## src/rtl/bcd2bin.sv

```systemverilog
// -----------------------------------------------------------------------------
// bcd2bin -- sequential two-digit BCD to binary converter.
//
// Converts a packed two-digit BCD number {bcd_h, bcd_l} (0..99) into a 7-bit
// binary value using reverse double-dabble: the {BCD, binary} pair is shifted
// right one bit per cycle, and any BCD digit that reaches 8 or more after the
// shift has 3 subtracted from it. Seven shifts move the whole value into the
// binary register.
//
// Timing: start is sampled in IDLE at edge E0. Shifts happen at E1..E7, and
// the result is published with a one-cycle done pulse at E8. start is ignored
// while busy. If start is held high, the next conversion begins at E9.
//
// Ports:
//   clk    in   clock, rising-edge active
//   rst    in   asynchronous reset, active low
//   start  in   conversion request, level-sampled in IDLE
//   bcd_h  in   [3:0] tens digit
//   bcd_l  in   [3:0] units digit
//   busy   out  high while a conversion is in progress (E0..E8)
//   done   out  one-cycle completion pulse
//   dout   out  [6:0] binary result, held between done pulses
//   err    out  invalid-digit flag, held between done pulses
//
// Configuration:
//   BCD2BIN_ERR_EN  when defined, digits above 9 at E0 are flagged. At E8 the
//                   flagged conversion drives err=1 and dout=0. When undefined,
//                   err is tied low and out-of-range digits produce the
//                   unchecked algorithm result.
// -----------------------------------------------------------------------------
module bcd2bin (
  input  logic       clk,
  input  logic       rst,
  input  logic       start,
  input  logic [3:0] bcd_h,
  input  logic [3:0] bcd_l,
  output logic       busy,
  output logic       done,
  output logic [6:0] dout,
  output logic       err
);

  typedef enum logic [1:0] {
    IDLE  = 2'd0,
    SHIFT = 2'd1,
    DONE  = 2'd2
  } state_t;

  state_t      state_q, state_d;
  logic [7:0]  bcd_q, bcd_d;
  logic [6:0]  bin_q, bin_d;
  logic [2:0]  cnt_q, cnt_d;
  logic        done_q, done_d;
  logic [6:0]  dout_q, dout_d;

`ifdef BCD2BIN_ERR_EN
  logic        errFlag_q, errFlag_d;
  logic        err_q, err_d;
`endif

  logic [14:0] shifted;
  logic [3:0]  hiAdj;
  logic [3:0]  loAdj;

  // One reverse double-dabble step. A shifted digit of 8+ came from a bit
  // worth 10 in the digit above it, which the shift turned into 8; subtracting
  // 3 fixes it to 5. The result is never above 12, so it fits in 4 bits.
  always_comb begin
    shifted = {bcd_q, bin_q} >> 1;
    hiAdj   = shifted[14:11];
    loAdj   = shifted[10:7];
    if (hiAdj >= 4'd8) begin
      hiAdj = hiAdj - 4'd3;
    end
    if (loAdj >= 4'd8) begin
      loAdj = loAdj - 4'd3;
    end
  end

  // Next-state logic. The counter counts completed shifts, so the seventh
  // shift (cnt_q == 6) is also the one that moves the FSM to DONE.
  always_comb begin
    state_d = state_q;
    bcd_d   = bcd_q;
    bin_d   = bin_q;
    cnt_d   = cnt_q;
    done_d  = 1'b0;
    dout_d  = dout_q;
`ifdef BCD2BIN_ERR_EN
    errFlag_d = errFlag_q;
    err_d     = err_q;
`endif
    case (state_q)
      IDLE: begin
        if (start) begin
          bcd_d   = {bcd_h, bcd_l};
          bin_d   = 7'd0;
          cnt_d   = 3'd0;
`ifdef BCD2BIN_ERR_EN
          errFlag_d = (bcd_h > 4'd9) || (bcd_l > 4'd9);
`endif
          state_d = SHIFT;
        end
      end
      SHIFT: begin
        bcd_d = {hiAdj, loAdj};
        bin_d = shifted[6:0];
        cnt_d = cnt_q + 3'd1;
        if (cnt_q == 3'd6) begin
          state_d = DONE;
        end
      end
      DONE: begin
`ifdef BCD2BIN_ERR_EN
        dout_d = errFlag_q ? 7'd0 : bin_q;
        err_d  = errFlag_q;
`else
        dout_d = bin_q;
`endif
        done_d  = 1'b1;
        state_d = IDLE;
      end
      default: begin
        state_d = IDLE;
      end
    endcase
  end

  // State and datapath registers. Reset aborts any conversion in flight, so no
  // done pulse can follow it.
  always_ff @(posedge clk or negedge rst) begin
    if (!rst) begin
      state_q <= IDLE;
      bcd_q   <= 8'd0;
      bin_q   <= 7'd0;
      cnt_q   <= 3'd0;
      done_q  <= 1'b0;
      dout_q  <= 7'd0;
`ifdef BCD2BIN_ERR_EN
      errFlag_q <= 1'b0;
      err_q     <= 1'b0;
`endif
    end else begin
      state_q <= state_d;
      bcd_q   <= bcd_d;
      bin_q   <= bin_d;
      cnt_q   <= cnt_d;
      done_q  <= done_d;
      dout_q  <= dout_d;
`ifdef BCD2BIN_ERR_EN
      errFlag_q <= errFlag_d;
      err_q     <= err_d;
`endif
    end
  end

  // busy drops at E8 while done rises, so the two never overlap.
  assign busy = (state_q != IDLE);
  assign done = done_q;
  assign dout = dout_q;

`ifdef BCD2BIN_ERR_EN
  assign err = err_q;
`else
  assign err = 1'b0;
`endif

endmodule

```

## config.mk

```make
export PLATFORM = sky130hd
export DESIGN_NAME = bcd2bin
export DESIGN_NICKNAME = d
export VERILOG_FILES = /design/src/rtl/bcd2bin.sv
export SDC_FILE = /design/constraint.sdc
export NUM_CORES = 1
export LEC_CHECK = 0
export ABC_AREA = 1
export BUFFER_PORTS_ARGS = -buffer_cell sky130_fd_sc_hd__buf_2
export CAP_MARGIN = 20
export CORE_AREA = 10 10 61 63
export DETAILED_ROUTE_END_ITERATION = 8
export DIE_AREA = 0 0 71 73
export PLACE_DENSITY = 0.71
export SLEW_MARGIN = 20
export SYNTH_ARGS = -nofsm -noshare
export SYNTH_HDL_FRONTEND = slang
export SYNTH_SLANG_ARGS = --single-unit
```

## constraint.sdc

```tcl
create_clock -name clk -period 1.41 [get_ports clk]
set_input_delay 0.282 -clock clk [delete_from_list [all_inputs] [get_ports clk]]
set_output_delay 0.282 -clock clk [all_outputs]
set_load 0.03 [all_outputs]
```

==> results.tsv, run 1 <==
stage	metric	value	unit
sta	final_critical_path_setup_slack	0.0489	ns
outcome	status	finished clean	
logic_synthesis	mapped_avg_cell_area	8.93	um^2
logic_synthesis	synth_compound_gate_area_share	13.8	%
grt	met3_usage	2.18	%
power	share_clk_of_total_power	12.5	%
critical_path	path_max_fanout	6	
finish	filler_cell_count	256	
floorplan	die_height	73	um
critical_path	timing.critical_path.to_type	output pin	
power	static-leakage-power	0.757	nW
placed_design	postPlaceCellArea	1350	um^2
sta	worst_slew_margin_rel	57.4	%
finish	antennaDiodeCount	0	
cts	cts-buffers-inserted	3	
logic_synthesis	yosysSeqAreaShare	57.3	%
cts	worst_skew_pair.late_latency	0.32	ns
floorplan	row_count	19	
route	route.vias.total	962	
sta	tightest_slew	0.640	ns
sta	hold_violations	0	
logic_synthesis	mappedNetlistNets	152	
logic_synthesis	synth-warning-count	0	
power	power_report.internal_total	0.00180	W
logic_synthesis	synthXorXnorAreaFrac	0.716	%
placed_design	gp_routability_congestion	0.814	
cts	htree_levels	1	
grt	grt_pass1_vias	999	
sta	clock_skew	0.00346	ns
cts	tritoncts	built	
route	ant_nets	0	
critical_path	start_kind	flip-flop	
grt	grt_first_pass_wirelength	4.31	mm
power	power.net_switching	0.00129	W
logic_synthesis	post_synth_instance_area	1220	um^2
cts	number_of_sinks_driven_by_the_clock_tree	28	
critical_path	rrSetupSlack	0.13	ns
placed_design	numPortBuffers	19	
placed_design	placedCellCount	186	
critical_path	buffer_and_inverter_count_on_the_worst_path	2	
floorplan	floorplan.die_area	5180	um^2
logic_synthesis	synthDominantAreaCellType	sky130_fd_sc_hd__dfrtp_1	
grt	grt.met2_usage	17.1	%
floorplan	die-width	71	um
floorplan	initial_utilization	46.8	%
critical_path	setup.worst_path.class	reg -> out	
logic_synthesis	ys_seq_elements	28	
critical_path	critical_path_slowest_stage_cell	sky130_fd_sc_hd__dfrtp_1	
grt	track_usage	10.0	%
cts	clkSlewWorstSetupHoldPaths	0.14	ns
critical_path	crit_required	1.13	ns
logic_synthesis	netlist_instances	137	
logic_synthesis	synth.mux.area_fraction	0	%
route	route.final.wire_length	2.58	mm
power	finalPower	0.00309	W
critical_path	worstPathArrival	1.08	ns
critical_path	max_stage_delay	0.42	ns
placed_design	post-dp-hpwl	1.84	mm
finish	share_of_cells_above_drive_strength_1	22.0	%
grt	grt_antenna_before_repair	0	
power	netSwitchingFraction	41.6	%
route	avgRoutedWirePerCell	13.2	um
floorplan	core_footprint	2620	um^2
power	ir_worst_vdd	1.20	mV
route	firstDrtPassIters	4	
cts	cts-root-buf	sky130_fd_sc_hd__clkbuf_4	
power	comb_power_share	44.9	%
min_path	min_path_type	in -> reg	
run	max-cap-violations	0	
finish	post-route-cell-area	1440	um^2
sta	fmaxAchievable	0.735	GHz
grt	globalRouteOverflowTotal	0	
sta	finalWorstPathRequiredPeriod	1.36	ns
finish	area_delta_synth_final	17.4	%
sta	period_share	96.5	%
finish	mostFrequentLayoutCells	sky130_fd_sc_hd__nand2_1, sky130_fd_sc_hd__dfrtp_1, sky130_fd_sc_hd__o21ai_0	
logic_synthesis	post_synth_num_cell_types	18	
placed_design	place_worst_setup_slack	0.136	ns
sta	finalMaxSlewViolations	0	
logic_synthesis	cells_taking_the_most_area_after_synthesis	sky130_fd_sc_hd__dfrtp_1, sky130_fd_sc_hd__nand2_1, sky130_fd_sc_hd__o21ai_0	
power	cellPowerDensity	2150	nW/um^2
finish	layout.cells.most_common	sky130_fd_sc_hd__nand2_1	
floorplan	design.portCount	21	
sta	setup_violations	0	
finish	finish.net_count	180	
power	share_seq_of_total_power	42.6	%
critical_path	timing.critical_path.cells	inv_2 > nand2_1 > buf_6	
grt	pin_count_of_the_biggest_net_entering_global_routing	29	
logic_synthesis	synth_top_area_share	57.3	%
grt	busiest_layer	met2	
logic_synthesis	synth-simple-area-share	16.3	%
route	drc	0	
grt	grt.met1_usage	11.6	%
logic_synthesis	share_of_synthesized_cell_area_in_full_adder_half_adder_and_majority_cells	4.09	%
critical_path	timing.critical_path.max_delay_family	flip-flops	
logic_synthesis	synth_top_family_by_area	simple AND/OR/NAND/NOR gates	
route	drtIter0Drc	63	
route	vias_per_cell	4.93	
cts	clockBufferDepth	2	
finish	stdcell_count	195	
[state kept, by name, summed over array words and instances (netlist names)]
register  count
done          1
bcd_q         8
bin_q         7
dout          7
cnt_q         3
state_q       2
[Yosys cell counts, drive strengths merged]
| library cell | number |
|---|---|
| nand2 | 39 |
| ha | 4 |
| nand3 | 2 |
| xnor2 | 1 |
| clkbuf | 1 |
| buf | 4 |
| dfrtp | 28 |
| a21oi | 1 |
| o21ai | 24 |
| o22ai | 6 |
| inv | 15 |
| a31oi | 1 |
| conb | 1 |
| nor2 | 10 |
[final cells by class]
class,count,area [um^2],share of cell area [%]
multi-input cells,89,433,30.1
inverters,15,56.3,3.92
flip-flops and latches,28,701,48.8
repair buffers,28,171,11.9
well taps,31,38.8,2.70
clock buffers,4,36.3,2.53
[path summary, 6_finish.rpt]
path | start | endpoint | cells past startpoint
worst min-delay path | bcd_h[3] | bcd_q[7] | 3
worst max-delay path | state_q[0] | busy | 3
min in group asynchronous | rst | dout[3] | 2
worst min register to register | dout[5] | dout[5] | 2
max in group asynchronous | rst | bcd_q[1] | 2
worst max register to register | state_q[0] | bcd_q[6] | 5
[repair_timing]
action | CTS | global route
gates resized for setup | 0 | 5
endpoints found under the setup margin | 1 | 5
hold buffers | 1 | 0
setup buffers | 1 | 3
endpoints found under the hold margin | 28 | 0
[layer usage]
metal	share of wire [%]	vias up
met5	0	-
met4	1.6	0
met3	3.1	5
met2	51	16
met1	44	451
li1	-	490
[cells by family after synthesis]
logic type / after synthesis
flip-flops: 28
other: 1
XOR/XNOR: 1
AO/OA/AOI/OAI: 32
buffers and inverters: 20
AND/OR/NAND/NOR: 51
adder cells (fa/ha/maj): 4
[worst min-delay path, delay by kind of cell]
family,cells,cell delay [ns]
AO/OA/AOI/OAI,1,0.07
buffers and inverters,1,0.10
AND/OR/NAND/NOR,1,0.06
[power groups by stage]
stage / Clock (W) / Sequential (W) / Combinational, W
finish: 0.000386 / 0.00132 / 0.00139
global route: 0.000429 / 0.00135 / 0.00161
CTS: 0.000400 / 0.00132 / 0.00133
detailed placement: 0 / 0.00134 / 0.00130
global placement: 0 / 0.00132 / 0.00125
floorplan: 0 / 0.00145 / 0.000806
[through the flow]
step | setup TNS [ns] | hold WS, ns | util, %
after floorplan | 0 | -0.0136 | -
after global placement | 0 | 0.323 | 51.7
after detailed placement | 0 | 0.335 | 51.7
after CTS | 0 | 0.204 | 53.7
after global routing | -0.0150 | 0.193 | 54.9
final | 0 | 0.206 | 54.9
(Power assumes the default switching activity.)
==> run 2: changes to the inputs <==
==> constraint.sdc (replaced) <==
create_clock -name clk -period 1.41 [get_ports clk]
set_input_delay 0.0705 -clock clk [delete_from_list [all_inputs] [get_ports clk]]
set_output_delay 0.0705 -clock clk [all_outputs]
set_load 0.03 [all_outputs]
==> run 2 against run 1 <==
Effect of this change:
- core utilization fell by 1.0 points
- sequential share of layout area up 0.91 points
- largest power group is now sequential cells
- sequential power about the same
- largest cell class unchanged
- worst setup slack improved by 0.12 ns
- critical path type unchanged
- critical endpoint unchanged
==> results.tsv, run 2 (synthesis gave the netlist of run 1 again) <==
stage	metric	value	unit	change
outcome	status	finished clean		unchanged
grt	grt.met1_usage	11.6	%	unchanged
finish	post-route-cell-area	1410	um^2	was 1440 um^2
route	avgRoutedWirePerCell	12.8	um	was 13.2 um
floorplan	initial_utilization	46.8	%	unchanged
min_path	min_path_type	in -> reg		unchanged
finish	mostFrequentLayoutCells	sky130_fd_sc_hd__nand2_1, sky130_fd_sc_hd__dfrtp_1, sky130_fd_sc_hd__o21ai_0		unchanged
cts	number_of_sinks_driven_by_the_clock_tree	28		unchanged
power	power_report.internal_total	0.00175	W	was 0.00180 W
power	netSwitchingFraction	41.9	%	was 41.6%
route	firstDrtPassIters	4		unchanged
cts	worst_skew_pair.late_latency	0.32	ns	about the same
critical_path	r2r_start	bcd_q[1]		was state_q[0]
placed_design	gp_routability_congestion	0.814		unchanged
route	route.vias.total	932		was 962
sta	grt_setup_unrepaired	false		
finish	finish.net_count	177		was 180
power	ir_worst_vdd	1.12	mV	was 1.20 mV
grt	track_usage	10.1	%	was 10.0%
critical_path	timing.critical_path.to_type	output pin		unchanged
route	ant_nets	0		unchanged
power	share_clk_of_total_power	12.9	%	was 12.5%
critical_path	crit_required	1.34	ns	was 1.13 ns
power	cellPowerDensity	2130	nW/um^2	was 2150 nW/um^2
grt	busiest_layer	met2		unchanged
sta	clock_skew	0.000744	ns	was 0.00346 ns
finish	top_reg_by_flops	bcd_q		unchanged
min_path	hold_path_depth	3		unchanged
critical_path	worstPathArrival	1.17	ns	was 1.08 ns
cts	tritoncts	built		unchanged
placed_design	post-dp-hpwl	1.84	mm	unchanged
sta	finalWorstPathRequiredPeriod	1.24	ns	was 1.36 ns
grt	grt_pass1_vias	1006		was 999
cts	cts-buffers-inserted	3		unchanged
floorplan	floorplan.die_area	5180	um^2	unchanged
run	max-cap-violations	0		unchanged
finish	layout.cells.most_common	sky130_fd_sc_hd__nand2_1		unchanged
critical_path	start_kind	flip-flop		unchanged
sta	tightest_slew	0.635	ns	was 0.640 ns
route	drc	0		unchanged
finish	largest_register_ff_count	8		unchanged
sta	worst_slew_margin_rel	57.6	%	was 57.4%
finish	antennaDiodeCount	0		unchanged
grt	globalRouteOverflowTotal	0		unchanged
route	drtIter0Drc	59		was 63
placed_design	numPortBuffers	19		unchanged
route	vias_per_cell	4.85		was 4.93
sta	hold_violations	0		unchanged
cts	htree_levels	1		unchanged
floorplan	die-width	71	um	unchanged
min_path	hold_path.startpoint	bcd_h[2]		was bcd_h[3]
finish	area_delta_synth_final	15.2	%	was 17.4%
power	comb_power_share	43.2	%	was 44.9%
sta	timing.setup.tns	0	ns	unchanged
power	static-leakage-power	0.738	nW	was 0.757 nW
sta	fin_worst_hold_slack	0.0297	ns	was 0.206 ns
power	finalPower	0.00301	W	was 0.00309 W
sta	period_share	88.1	%	was 96.5%
floorplan	die_height	73	um	unchanged
cts	cts-root-buf	sky130_fd_sc_hd__clkbuf_4		unchanged
placed_design	postPlaceCellArea	1350	um^2	unchanged
finish	share_of_cells_above_drive_strength_1	19.3	%	was 22.0%
critical_path	reg2reg_depth	6		was 5
cts	clkSlewWorstSetupHoldPaths	0.14	ns	about the same
floorplan	row_count	19		unchanged
floorplan	design.portCount	21		unchanged
grt	grt_antenna_before_repair	0		unchanged
grt	pin_count_of_the_biggest_net_entering_global_routing	29		unchanged
floorplan	core_footprint	2620	um^2	unchanged
critical_path	worst_setup_path_startpoint	state_q[0]		unchanged
sta	setup_violations	0		unchanged
grt	grt.met2_usage	17.4	%	was 17.1%
critical_path	path_max_fanout	7		was 6
finish	filler_cell_count	255		was 256
route	route.final.wire_length	2.46	mm	was 2.58 mm
grt	met3_usage	2.18	%	unchanged
critical_path	setup.worst_path.class	reg -> out		unchanged
sta	fmaxAchievable	0.805	GHz	was 0.735 GHz
power	power.net_switching	0.00126	W	was 0.00129 W
grt	grt_first_pass_wirelength	4.34	mm	was 4.31 mm
power	share_seq_of_total_power	43.9	%	was 42.6%
sta	finalMaxSlewViolations	0		unchanged
cts	clockBufferDepth	2		unchanged
==> run 2: cell types whose count changed in the layout (fill, tap and decap cells not counted) <==
cell	change
sky130_fd_sc_hd__buf_4	-4
sky130_fd_sc_hd__buf_2	+1
sky130_fd_sc_hd__buf_6	-1
sky130_fd_sc_hd__dlygate4sd3_1	+1
sky130_fd_sc_hd__inv_1	+1
sky130_fd_sc_hd__inv_2	-1
==> run 2: final cells by class <==
cell class,instances,area (um^2),area share [%]
Inverter,15,56.3,3.99
Clock buffer,4,36.3,2.57
Multi-Input combinational cell,89,433,30.7
Timing Repair Buffer,25,145,10.3
Tap cell,31,38.8,2.75
Sequential cell,28,701,49.7
==> run 2: metal layers <==
metal	vias up	wire, um
met2	10	1250
li1	485	-
met3	2	80
met5	-	0
met1	435	1110
met4	0	19
==> run 2: timing repair <==
item / 4_1_cts / 5_1_grt
resized for setup: 0 / 1
hold buffers: 2 / 0
setup endpoints to repair: 0 / 5
endpoints found under the hold margin: 29 / 0
buffers inserted: 0 / 0
==> run 2: worst paths after layout <==
path                       slack [ns]        to
min                              0.03  bcd_q[6]
max in group asynchronous        0.72  bcd_q[5]
max reg2reg                      0.19  bcd_q[1]
min reg2reg                      0.50   dout[5]
min in group asynchronous        0.28   dout[3]
max                              0.17      busy
==> run 2: power by group through the flow <==
stage / Clock [W] / Combinational (W) / Sequential [W]
floorplan: 0 / 0.000806 / 0.00145
CTS: 0.000400 / 0.00131 / 0.00132
global placement: 0 / 0.00125 / 0.00132
finish: 0.000387 / 0.00130 / 0.00132
detailed placement: 0 / 0.00130 / 0.00134
global route: 0.000428 / 0.00152 / 0.00136
==> run 2: worst max-delay path: stages (launching register included) <==
cell,delay [ns]
sky130_fd_sc_hd__dfrtp_1,0.46
sky130_fd_sc_hd__inv_2,0.13
sky130_fd_sc_hd__nand2_1,0.08
sky130_fd_sc_hd__buf_2,0.18
==> run 2: stage by stage <==
| step | util [%] | setup slack, ns | instances |
|---|---|---|---|
| final | 53.9 | 0.168 | 192 |
| after global placement | 51.7 | 0.242 | 186 |
| after global routing | 53.9 | 0.00441 | 192 |
| after floorplan | - | 0.345 | 137 |
| after CTS | 53.8 | 0.132 | 192 |
| after detailed placement | 51.7 | 0.136 | 186 |
==> run 3: changes to the inputs <==
--- a/config.mk
+++ b/config.mk
@@ -9,6 +9,7 @@
 export BUFFER_PORTS_ARGS = -buffer_cell sky130_fd_sc_hd__buf_2
 export CAP_MARGIN = 20
 export CORE_AREA = 10 10 61 63
+export CTS_BUF_LIST = sky130_fd_sc_hd__clkbuf_16
 export DETAILED_ROUTE_END_ITERATION = 8
 export DIE_AREA = 0 0 71 73
 export PLACE_DENSITY = 0.71
==> run 3 against run 2 <==
Effect of this change:
- via count increased by 1.6%
- register-to-register slack about the same
- core utilization increased by 1.2 points
- maximum frequency increased by 2.5%
- critical path depth increased by 3
- worst setup slack improved by 0.030 ns
- sequential power about the same
- final cell count decreased by 0.52%
- critical path type is now reg -> reg
- critical endpoint is now bcd_q[1]
- highest routed layer unchanged
==> results.tsv, run 3 (synthesis gave the netlist of run 1 again) <==
stage	metric	value	unit	change
finish	layout.cells.most_common	sky130_fd_sc_hd__nand2_1		unchanged
critical_path	timing.critical_path.to_type	flip-flop		was output pin
route	route.final.wire_length	2.49	mm	was 2.46 mm
sta	tightest_slew	0.634	ns	was 0.635 ns
cts	number_of_sinks_driven_by_the_clock_tree	28		unchanged
critical_path	setup.worst_path.class	reg -> reg		was reg -> out
route	drc	0		unchanged
route	route.vias.total	947		was 932
placed_design	gp_routability_congestion	0.814		unchanged
grt	grt_first_pass_wirelength	4.39	mm	was 4.34 mm
min_path	hold_end	bcd_q[7]		was bcd_q[6]
grt	grt_antenna_before_repair	0		unchanged
sta	hold_violations	0		unchanged
route	ant_nets	0		unchanged
sta	clock_skew	0.00326	ns	was 0.000744 ns
floorplan	row_count	19		unchanged
finish	largest_register_ff_count	8		unchanged
placed_design	numPortBuffers	19		unchanged
finish	stdcell_count	191		was 192
sta	timing.setup.tns	0	ns	unchanged
grt	pin_count_of_the_biggest_net_entering_global_routing	29		unchanged
critical_path	worstPathArrival	1.40	ns	was 1.17 ns
cts	clockBufferDepth	2		unchanged
power	ir_worst_vdd	1.40	mV	was 1.12 mV
cts	cts-buffers-inserted	3		unchanged
power	cellPowerDensity	2260	nW/um^2	was 2130 nW/um^2
cts	worst_skew_pair.late_latency	0.26	ns	was 0.32 ns
floorplan	die-width	71	um	unchanged
critical_path	reg2reg_depth	6		unchanged
cts	cts-root-buf	sky130_fd_sc_hd__clkbuf_16		was sky130_fd_sc_hd__clkbuf_4
sta	final_critical_path_setup_slack	0.197	ns	was 0.168 ns
grt	globalRouteOverflowTotal	0		unchanged
route	avgRoutedWirePerCell	13.1	um	was 12.8 um
finish	area_delta_synth_final	17.9	%	was 15.2%
route	vias_per_cell	4.96		was 4.85
critical_path	regToRegEndpoint	bcd_q[1]		unchanged
cts	clkSlewWorstSetupHoldPaths	0.07	ns	was 0.14 ns
run	max-cap-violations	0		unchanged
sta	finalWorstPathRequiredPeriod	1.21	ns	was 1.24 ns
critical_path	rrSetupSlack	0.20	ns	was 0.19 ns
min_path	hold_path.startpoint	bcd_h[3]		was bcd_h[2]
critical_path	crit_required	1.59	ns	was 1.34 ns
min_path	hold_path_depth	3		unchanged
finish	share_of_cells_above_drive_strength_1	18.8	%	was 19.3%
route	drtIter0Drc	45		was 59
floorplan	design.portCount	21		unchanged
cts	htree_levels	1		unchanged
finish	antennaDiodeCount	0		unchanged
finish	finish.net_count	176		was 177
route	firstDrtPassIters	4		unchanged
grt	grt_pass1_vias	1023		was 1006
sta	worst_slew_margin_rel	57.8	%	was 57.6%
floorplan	core_footprint	2620	um^2	unchanged
sta	finalMaxSlewViolations	0		unchanged
finish	filler_cell_count	245		was 255
sta	period_share	86.0	%	was 88.1%
sta	grt_setup_unrepaired	false		unchanged
grt	track_usage	10.2	%	was 10.1%
placed_design	placedCellCount	186		unchanged
floorplan	floorplan.die_area	5180	um^2	unchanged
power	static-leakage-power	0.751	nW	was 0.738 nW
sta	fmaxAchievable	0.825	GHz	was 0.805 GHz
placed_design	post-dp-hpwl	1.84	mm	unchanged
min_path	min_path_type	in -> reg		unchanged
finish	multi_input_comb_area	433	um^2	unchanged
finish	seqCellArea	701	um^2	unchanged
sta	setup_violations	0		unchanged
placed_design	place_worst_setup_slack	0.136	ns	unchanged
outcome	status	finished clean		unchanged
floorplan	die_height	73	um	unchanged
critical_path	path_max_fanout	5		was 7
critical_path	r2r_start	bcd_q[1]		unchanged
cts	tritoncts	built		unchanged
finish	mostFrequentLayoutCells	sky130_fd_sc_hd__nand2_1, sky130_fd_sc_hd__dfrtp_1, sky130_fd_sc_hd__o21ai_0		unchanged
critical_path	start_kind	flip-flop		unchanged
finish	top_reg_by_flops	bcd_q		unchanged
floorplan	initial_utilization	46.8	%	unchanged
run 3: cell count changes in the layout (fill, tap and decap cells not counted), sizes merged:
cell         before  now
clkbuf            4    3
clkinv            0    1
dlygate4sd3       2    1
run 3: stage by stage:
step                      util [%]  instance area (um^2)  hold slack [ns]  total power [W]
final                         55.2                  1440           0.0788          0.00326
after global routing          55.2                  1440           0.0798          0.00357
after CTS                     55.1                  1440           0.0795          0.00330
after detailed placement      51.7                  1350            0.123          0.00265
after global placement        51.7                  1350            0.111          0.00257
after floorplan                  -                  1220           -0.225          0.00226
run 3: where the power goes:
group / switching (W) / leakage [nW] / internal, W
Combinational: 0.000834 / 0.353 / 0.000465
Sequential: 0.000198 / 0.360 / 0.00113
Clock: 0.000257 / 0.0385 / 0.000380
Total: 0.00129 / 0.751 / 0.00197
run 3: worst max-delay path: stages (launching register included):
cell and delay [ns]:
sky130_fd_sc_hd__dfrtp_1 0.43, sky130_fd_sc_hd__inv_1 0.08, sky130_fd_sc_hd__ha_1 0.28, sky130_fd_sc_hd__nand2_1 0.04, sky130_fd_sc_hd__o21ai_0 0.08, sky130_fd_sc_hd__nand2_1 0.07, sky130_fd_sc_hd__a21oi_1 0.15
run 3: worst max path at each step:
stage | start | end | slack, ns
6_report | bcd_q[1] | bcd_q[1] | 0.20
5_1_grt | state_q[0] | bcd_q[3] | 0.02
4_1_cts | state_q[1] | bin_q[2] | 0.14
3_5_place_dp | state_q[1] | bcd_q[5] | 0.14
3_3_place_gp | state_q[1] | bin_q[2] | 0.24
2_1_floorplan | bcd_q[1] | bcd_q[1] | 0.35
run 3: cell type report:
cell class                      instances  share of cell area [%]
Sequential cell                        28                    48.6
Multi-Input combinational cell         89                    30.0
Timing Repair Buffer                   24                    9.37
Clock buffer                            3                    5.20
Inverter                               15                    3.90
Tap cell                               31                    2.69
Clock inverter                          1                   0.260
run 3: repair_timing:
item	CTS	global route
resized for setup	0	1
buffers inserted	0	0
setup endpoints to repair	0	4
hold endpoints to repair	28	0
hold buffers	1	0
run 3: layer usage:
| metal | track usage (%) | up-vias | share of wire [%] | wire, um |
|---|---|---|---|---|
| met2 | 17.5 | 13 | 51 | 1270 |
| met5 | 0 | - | 0 | 0 |
| met3 | 2.72 | 5 | 3.6 | 89 |
| met1 | 11.4 | 446 | 44 | 1090 |
| met4 | 5.16 | 0 | 1.8 | 44 |
| li1 | - | 483 | - | - |
